**src/rtl/hazard_pkg.sv**
```systemverilog
// Shared types, opcode constants and instruction field extractors for the hazard controller.
// Latency: n/a (types and pure functions only).
// Backpressure: n/a.
package hazard_pkg;

    typedef enum logic {
        IDLE  = 1'b0,
        STALL = 1'b1
    } state_t;

    localparam logic [3:0]  LOAD_OP_DEF = 4'hB;
    localparam logic [15:0] NOP_INSTR   = 16'h0000;

    // Generic right-aligned field extract; callers pass the field's lsb position and width.
    function automatic logic [7:0] get_field(input logic [31:0] instr,
                                             input int unsigned lsb,
                                             input int unsigned w);
        logic [31:0] mask;
        mask = (32'd1 << w) - 32'd1;
        return 8'((instr >> lsb) & mask);
    endfunction

    // Opcode occupies the top op_w bits of the instruction.
    function automatic logic [7:0] get_op(input logic [31:0] instr,
                                          input int unsigned instr_w,
                                          input int unsigned op_w);
        return get_field(instr, instr_w - op_w, op_w);
    endfunction

    // Destination register sits directly below the opcode.
    function automatic logic [7:0] get_rd(input logic [31:0] instr,
                                          input int unsigned instr_w,
                                          input int unsigned op_w,
                                          input int unsigned reg_w);
        return get_field(instr, instr_w - op_w - reg_w, reg_w);
    endfunction

    // First source register follows rd.
    function automatic logic [7:0] get_rs(input logic [31:0] instr,
                                          input int unsigned instr_w,
                                          input int unsigned op_w,
                                          input int unsigned reg_w);
        return get_field(instr, instr_w - op_w - 2 * reg_w, reg_w);
    endfunction

    // Second source register follows rs.
    function automatic logic [7:0] get_rt(input logic [31:0] instr,
                                          input int unsigned instr_w,
                                          input int unsigned op_w,
                                          input int unsigned reg_w);
        return get_field(instr, instr_w - op_w - 3 * reg_w, reg_w);
    endfunction

endpackage

```
**src/rtl/hazard_stall_ctrl_if.sv**
```systemverilog
// Bundle of ID/EX instruction inputs and pipeline control outputs for the hazard controller.
// Latency: n/a (wiring only).
// Backpressure: pc_enable/ifid_enable low hold the front end of the pipe.
interface hazard_stall_ctrl_if #(
    parameter int INSTR_W = 16,
    parameter int PERF_W  = 16
);
    logic [INSTR_W-1:0] instr_id;
    logic               id_valid;
    logic [INSTR_W-1:0] instr_ex;
    logic               ex_valid;
    logic               branch_taken_ex;
    logic               perf_clr;

    logic               pc_enable;
    logic               ifid_enable;
    logic               idex_bubble;
    logic               ifid_flush;
    logic               stall_active;
    logic [PERF_W-1:0]  stall_cycles;

    // Datapath side: presents instructions, consumes control.
    modport master (
        output instr_id, id_valid, instr_ex, ex_valid, branch_taken_ex, perf_clr,
        input  pc_enable, ifid_enable, idex_bubble, ifid_flush, stall_active, stall_cycles
    );

    // Controller side.
    modport slave (
        input  instr_id, id_valid, instr_ex, ex_valid, branch_taken_ex, perf_clr,
        output pc_enable, ifid_enable, idex_bubble, ifid_flush, stall_active, stall_cycles
    );
endinterface

```
**src/rtl/hazard_perf_counter.sv**
```systemverilog
// Saturating event counter: counts inc pulses, sticks at all-ones, clr has priority over inc.
// Latency: count reflects an inc/clr one clock after it is presented.
// Backpressure: none; inc is sampled every cycle.
module hazard_perf_counter #(
    parameter int PERF_W = 16
) (
    input  logic              clk,
    input  logic              rst_n,
    input  logic              inc,
    input  logic              clr,
    output logic [PERF_W-1:0] count
);

    localparam logic [PERF_W-1:0] ONE = {{(PERF_W-1){1'b0}}, 1'b1};

    // Clear beats increment; increment stops once the counter is saturated.
    always_ff @(posedge clk) begin
        if (!rst_n) begin
            count <= '0;
        end else if (clr) begin
            count <= '0;
        end else if (inc && (count != '1)) begin
            count <= count + ONE;
        end
    end

endmodule

```
**src/rtl/hazard_stall_ctrl.sv**
```systemverilog
// Load-use hazard stall and taken-branch flush controller between ID and EX.
// Latency: control outputs are combinational (zero cycles); a load-use hazard stalls LOAD_LAT cycles.
// Backpressure: holds PC and IF/ID and bubbles ID/EX while stalling; branch flush overrides stall.
module hazard_stall_ctrl
    import hazard_pkg::*;
#(
    parameter int              INSTR_W     = 16,
    parameter int              OP_W        = 4,
    parameter int              REG_W       = 4,
    parameter logic [OP_W-1:0] LOAD_OP     = LOAD_OP_DEF,
    parameter int              LOAD_LAT    = 1,   // legal 1..7, cnt is 3 bits
    parameter bit              ZERO_REG_EN = 1'b1,
    parameter int              PERF_W      = 16
) (
    input  logic               clk,
    input  logic               rst_n,
    hazard_stall_ctrl_if.slave bus
);

    state_t      state_q, state_d;
    logic [2:0]  cnt_q, cnt_d;

    logic [7:0]  op_ex, rd_ex, rs_id, rt_id;
    logic        is_load_ex;
    logic        reg_match;
    logic        zero_dest;
    logic        hazard;

    logic        pc_enable;
    logic        ifid_enable;
    logic        idex_bubble;
    logic        ifid_flush;
    logic        stall_active;

    // Decode the fields that matter for the load-use check.
    always_comb begin
        op_ex = get_op(32'(bus.instr_ex), INSTR_W, OP_W);
        rd_ex = get_rd(32'(bus.instr_ex), INSTR_W, OP_W, REG_W);
        rs_id = get_rs(32'(bus.instr_id), INSTR_W, OP_W, REG_W);
        rt_id = get_rt(32'(bus.instr_id), INSTR_W, OP_W, REG_W);
    end

    // A valid load in EX whose destination feeds a valid ID instruction; r0 writes are harmless.
    always_comb begin
        is_load_ex = (op_ex == 8'(LOAD_OP));
        reg_match  = (rd_ex == rs_id) || (rd_ex == rt_id);
        zero_dest  = ZERO_REG_EN && (rd_ex == 8'd0);
        hazard     = bus.ex_valid && bus.id_valid && is_load_ex && reg_match && !zero_dest;
    end

    // Next state and control outputs; reset, then branch, then stall in priority order.
    always_comb begin
        state_d      = state_q;
        cnt_d        = cnt_q;
        pc_enable    = 1'b1;
        ifid_enable  = 1'b1;
        idex_bubble  = 1'b0;
        ifid_flush   = 1'b0;
        stall_active = 1'b0;

        if (!rst_n) begin
            // Keep the pipe frozen and clean while reset is held.
            pc_enable   = 1'b0;
            ifid_enable = 1'b0;
            idex_bubble = 1'b1;
            ifid_flush  = 1'b1;
            state_d     = IDLE;
            cnt_d       = 3'd0;
        end else if (bus.branch_taken_ex) begin
            // Wrong-path instructions in IF/ID and ID must die; any pending stall is moot.
            idex_bubble = 1'b1;
            ifid_flush  = 1'b1;
            state_d     = IDLE;
            cnt_d       = 3'd0;
        end else begin
            unique case (state_q)
                IDLE: begin
                    if (hazard) begin
                        pc_enable    = 1'b0;
                        ifid_enable  = 1'b0;
                        idex_bubble  = 1'b1;
                        stall_active = 1'b1;
                        // First stall cycle is this one; STALL covers the remainder.
                        if (LOAD_LAT > 1) begin
                            state_d = STALL;
                            cnt_d   = 3'(LOAD_LAT - 1);
                        end
                    end
                end
                STALL: begin
                    // EX holds a bubble here, so the hazard inputs carry no new information.
                    pc_enable    = 1'b0;
                    ifid_enable  = 1'b0;
                    idex_bubble  = 1'b1;
                    stall_active = 1'b1;
                    cnt_d        = cnt_q - 3'd1;
                    if (cnt_q <= 3'd1) begin
                        state_d = IDLE;
                        cnt_d   = 3'd0;
                    end
                end
                default: begin
                    state_d = IDLE;
                    cnt_d   = 3'd0;
                end
            endcase
        end
    end

    // State and remaining-stall counter registers.
    always_ff @(posedge clk) begin
        if (!rst_n) begin
            state_q <= IDLE;
            cnt_q   <= 3'd0;
        end else begin
            state_q <= state_d;
            cnt_q   <= cnt_d;
        end
    end

    // Stall-cycle performance counter.
    hazard_perf_counter #(
        .PERF_W (PERF_W)
    ) u_perf (
        .clk   (clk),
        .rst_n (rst_n),
        .inc   (stall_active),
        .clr   (bus.perf_clr),
        .count (bus.stall_cycles)
    );

    // Drive the control outputs onto the bundle.
    always_comb begin
        bus.pc_enable    = pc_enable;
        bus.ifid_enable  = ifid_enable;
        bus.idex_bubble  = idex_bubble;
        bus.ifid_flush   = ifid_flush;
        bus.stall_active = stall_active;
    end

endmodule

```
**src/flat_wrapper.sv**
```systemverilog
// flat-port wrapper written by rule: the top's interface ports become plain ports
module hazard_stall_ctrl_flat import hazard_pkg::*;
#(
    parameter int              INSTR_W     = 16,
    parameter int              OP_W        = 4,
    parameter int              REG_W       = 4,
    parameter logic [OP_W-1:0] LOAD_OP     = LOAD_OP_DEF,
    parameter int              LOAD_LAT    = 1,                               
    parameter bit              ZERO_REG_EN = 1'b1,
    parameter int              PERF_W      = 16
)
  (clk, rst_n, bus_instr_id, bus_id_valid, bus_instr_ex, bus_ex_valid, bus_branch_taken_ex, bus_perf_clr, bus_pc_enable, bus_ifid_enable, bus_idex_bubble, bus_ifid_flush, bus_stall_active, bus_stall_cycles);
  hazard_stall_ctrl_if #(.INSTR_W(INSTR_W), .PERF_W(PERF_W)) bus_i ();
  input  logic clk;
  input  logic rst_n;
  input wire logic [$bits(bus_i.instr_id)-1:0] bus_instr_id;
  input wire logic [$bits(bus_i.id_valid)-1:0] bus_id_valid;
  input wire logic [$bits(bus_i.instr_ex)-1:0] bus_instr_ex;
  input wire logic [$bits(bus_i.ex_valid)-1:0] bus_ex_valid;
  input wire logic [$bits(bus_i.branch_taken_ex)-1:0] bus_branch_taken_ex;
  input wire logic [$bits(bus_i.perf_clr)-1:0] bus_perf_clr;
  output wire logic [$bits(bus_i.pc_enable)-1:0] bus_pc_enable;
  output wire logic [$bits(bus_i.ifid_enable)-1:0] bus_ifid_enable;
  output wire logic [$bits(bus_i.idex_bubble)-1:0] bus_idex_bubble;
  output wire logic [$bits(bus_i.ifid_flush)-1:0] bus_ifid_flush;
  output wire logic [$bits(bus_i.stall_active)-1:0] bus_stall_active;
  output wire logic [$bits(bus_i.stall_cycles)-1:0] bus_stall_cycles;
  assign bus_i.instr_id = bus_instr_id;
  assign bus_i.id_valid = bus_id_valid;
  assign bus_i.instr_ex = bus_instr_ex;
  assign bus_i.ex_valid = bus_ex_valid;
  assign bus_i.branch_taken_ex = bus_branch_taken_ex;
  assign bus_i.perf_clr = bus_perf_clr;
  assign bus_pc_enable = bus_i.pc_enable;
  assign bus_ifid_enable = bus_i.ifid_enable;
  assign bus_idex_bubble = bus_i.idex_bubble;
  assign bus_ifid_flush = bus_i.ifid_flush;
  assign bus_stall_active = bus_i.stall_active;
  assign bus_stall_cycles = bus_i.stall_cycles;
  hazard_stall_ctrl #(.INSTR_W(INSTR_W), .OP_W(OP_W), .REG_W(REG_W), .LOAD_OP(LOAD_OP), .LOAD_LAT(LOAD_LAT), .ZERO_REG_EN(ZERO_REG_EN), .PERF_W(PERF_W)) u_core (.clk(clk), .rst_n(rst_n), .bus(bus_i));
endmodule
```
**config.mk**
```make
export PLATFORM = sky130hd
export DESIGN_NAME = hazard_stall_ctrl_flat
export DESIGN_NICKNAME = d
export VERILOG_FILES = /design/src/rtl/hazard_pkg.sv /design/src/rtl/hazard_stall_ctrl_if.sv /design/src/rtl/hazard_perf_counter.sv /design/src/rtl/hazard_stall_ctrl.sv /design/src/flat_wrapper.sv
export SDC_FILE = /design/constraint.sdc
export NUM_CORES = 1
export LEC_CHECK = 0
export ABC_CLOCK_PERIOD_IN_PS = 7900
export CAP_MARGIN = 20
export CORE_MARGIN = 1
export CORE_UTILIZATION = 30
export DETAILED_ROUTE_END_ITERATION = 10
export REMOVE_ABC_BUFFERS = 1
export SLEW_MARGIN = 40
export SYNTH_ARGS = -nofsm -noshare
export SYNTH_HDL_FRONTEND = slang
export SYNTH_SLANG_ARGS = --single-unit
```
**constraint.sdc**
```tcl
create_clock -name clk -period 7.9 [get_ports clk]
set_clock_uncertainty 0.1 [all_clocks]
set_input_delay 2.37 -clock clk [delete_from_list [all_inputs] [get_ports clk]]
set_output_delay 2.37 -clock clk [all_outputs]
set_load 0.01 [all_outputs]
```
==> impl_metrics.toml <==
[final_layout]
regArea_um2 = 400.4
layout.nets = 221
area_growth_pct = 40.74
fillers = 384
multi_input_area_um2 = 709.4
final_cell_area_um2 = 1664
drive_gt1_share_pct = 5.028
diodes = 0

[synth]
avgSynthCellArea_um2 = 8.446
synth_cell_types = 38
synthArstFlopShare_pct = 0
synth_edf_count = 0
netlist_area_um2 = 1182
yosysTopAreaCellShare_pct = 33.86
synth_flop_cell = "dfxtp_1"
synth_top_area_cell = "dfxtp_1"
synth_warnings = 0
syn_inst = 140
synth-seq-cells = 20
ys_seq_area_share_pct = 33.86
yosys-top-cells-area = "dfxtp_1, xnor2_1, a21oi_1, nand2_1, or3_1"
synth_most_common_cell = "dfxtp_1"
synth_common_cells = "dfxtp_1, a21oi_1, nand2_1"

[setup_path]
required_ns = 5.43
cp_num_buf_inv = 2
critPathKind = "in -> out"
path_common_cell = "clkdlybuf4s50_1"
endpoint_kind = "output pin"
cp_max_fo = 5
path_delay_family = "buffers and inverters"
arrival_ns = 4.61
cpPeakStageDelay_ns = 0.53
start_kind = "input pin"
crit_chain = "clkdlybuf4s50_1 > xnor2_1 > nand4_1 > a2111oi_4 > nor2_1 > o21a_1 > clkdlybuf4s50_1"
crit_slowest_cell = "clkdlybuf4s50_1"

[clock_network]
cts_max_path_buffers = 2
clockRootBuffer = "clkbuf_8"
cts_tree = "yes"
cts-resized-gates = 0
numCtsBuffers = 3
clk_pin_slew_worst_paths_ns = 0.08
post_cts_buffers = 0
htree_levels = 1
clock_latency_ns = 0.26
cts_num_sinks = 20
cts_hold_buf = 0

[sta]
hold_viol = 0
rsz0062_at_grt = "no"
fin_crit_ns = 7.081
timing.fmax_mhz = 141.2
setup_viol = 0
finalMaxSlewViolations = 0
slew_headroom_pct = 55.67
timing.setup.tns_ns = 0
tightest_slew_ns = 0.6650
fin_crit_sh_pct = 89.63

[die]
start_util_pct = 31.82
dieHeight_um = 64.78
pin_count = 59
dieArea_um2 = 4196
fp.dieW_um = 64.78
row_count = 22
coreArea_um2 = 3716

[power_and_ir_drop]
ir_drop_mv = 0.1200
power.leakage_nw = 0.4959
pwr_density_cell_nw_per_um2 = 122.9
p_total_uw = 204.4

[routing]
ant_nets = 0
wire_per_inst_um = 13.22
vias = 1163
routed_wl_mm = 3.002
drt_iter0_markers = 22
drc = 0
routed_via_density = 5.123
dr.pass1.iters = 4

[grt]
antenna_found_initial = 0
grt_pass1_wl_mm = 4.802
grt_max_degree = 27
grt_pass1_vias = 1103
grt.total_usage_pct = 14.77
gr-total-overflow = 0

[outcome]
status = "completed"

[min_path]
hold_path.class = "reg -> reg"

[placement]
dpl-instance-area_um2 = 1609
place.gp.congestion = 0.7420
dp_hpwl_mm = 2.197
io_buffer_count = 42

[job]
max_cap_viol_count = 0
## routing by layer
metal	GRT usage, %	up-vias	wire (um)
met1	16.70	538	1295
li1	-	585	-
met3	5.106	4	245
met2	26.17	36	1438
met4	3.611	0	23
met5	0	-	0
## final timing paths
| kind | from | to | slack, ns | cells after the start |
|---|---|---|---|---|
| min reg2reg | u_core.cnt_q[1]$_SDFFE_PP0P_ | u_core.cnt_q[1]$_SDFFE_PP0P_ | 0.40 | 2 |
| min | u_core.cnt_q[1]$_SDFFE_PP0P_ | u_core.cnt_q[1]$_SDFFE_PP0P_ | 0.40 | 2 |
| max | bus_instr_ex[10] | bus_ifid_enable | 0.82 | 7 |
| max reg2reg | u_core.u_perf.count[0]$_SDFFE_PP0P_ | u_core.u_perf.count[9]$_SDFFE_PP0P_ | 5.61 | 6 |
## layout make-up
cell class                      count  area share [%]
Clock buffer                        4           3.308
Inverter                            5           1.128
Multi-Input combinational cell    108           42.63
Sequential cell                    20           24.06
Tap cell                           48           3.609
Timing Repair Buffer               42           25.26
## report_power, final
part	internal [mW]	leakage, nW	switching [mW]
Sequential	0.101	0.161	0.00000174
Combinational	0.0146	0.306	0.00864
Clock	0.0444	0.0288	0.0360
## flip-flops by register name, summed over array words and instances (netlist names)
signal               flops
u_core.u_perf.count     16
u_core.cnt_q             3
u_core.state_q           1
## cell usage in the layout (no fill, tap or decap), drive strengths merged, types with 5 or more instances in the layout
| cell type | netlist | final |
|---|---|---|
| a21oi | 13 | 13 |
| clkdlybuf4s50 | 0 | 42 |
| dfxtp | 20 | 20 |
| inv | 5 | 5 |
| nand2 | 13 | 13 |
| nand3 | 7 | 7 |
| nand4 | 5 | 5 |
| nor2 | 9 | 9 |
| o21ai | 7 | 7 |
| or3 | 8 | 8 |
| or4 | 5 | 5 |
| xnor2 | 8 | 8 |
## cell families (layout without fill, tap and decap cells)
family | Yosys count | after routing | synth area share, %
buf+inv | 12 | 51 | 6.138
simple gates | 62 | 62 | 29.10
mux | 2 | 2 | 1.799
xor+xnor | 10 | 10 | 7.408
compound gates | 31 | 31 | 18.52
fa+ha+maj | 3 | 3 | 3.175
flops | 20 | 20 | 33.86
## tightest hold or removal path, cell delays in order (launching register included)
cell and delay (ns):
dfxtp_1 0.33, nand2b_1 0.07, a21oi_1 0.06
## metrics by stage
step / hold WS, ns / cells / util, % / worst slack, ns
CTS: 0.4089 / 227 / 44.78 / 0.7992
global placement: 0.3751 / 223 / 43.30 / 0.8474
detailed placement: 0.3933 / 223 / 43.30 / 0.8077
global route: 0.4303 / 227 / 44.78 / 0.6948
finish: 0.4015 / 227 / 44.78 / 0.8195
floorplan: 0.3588 / 133 / - / 1.925
Note: power is estimated with default switching activity, not from simulation.
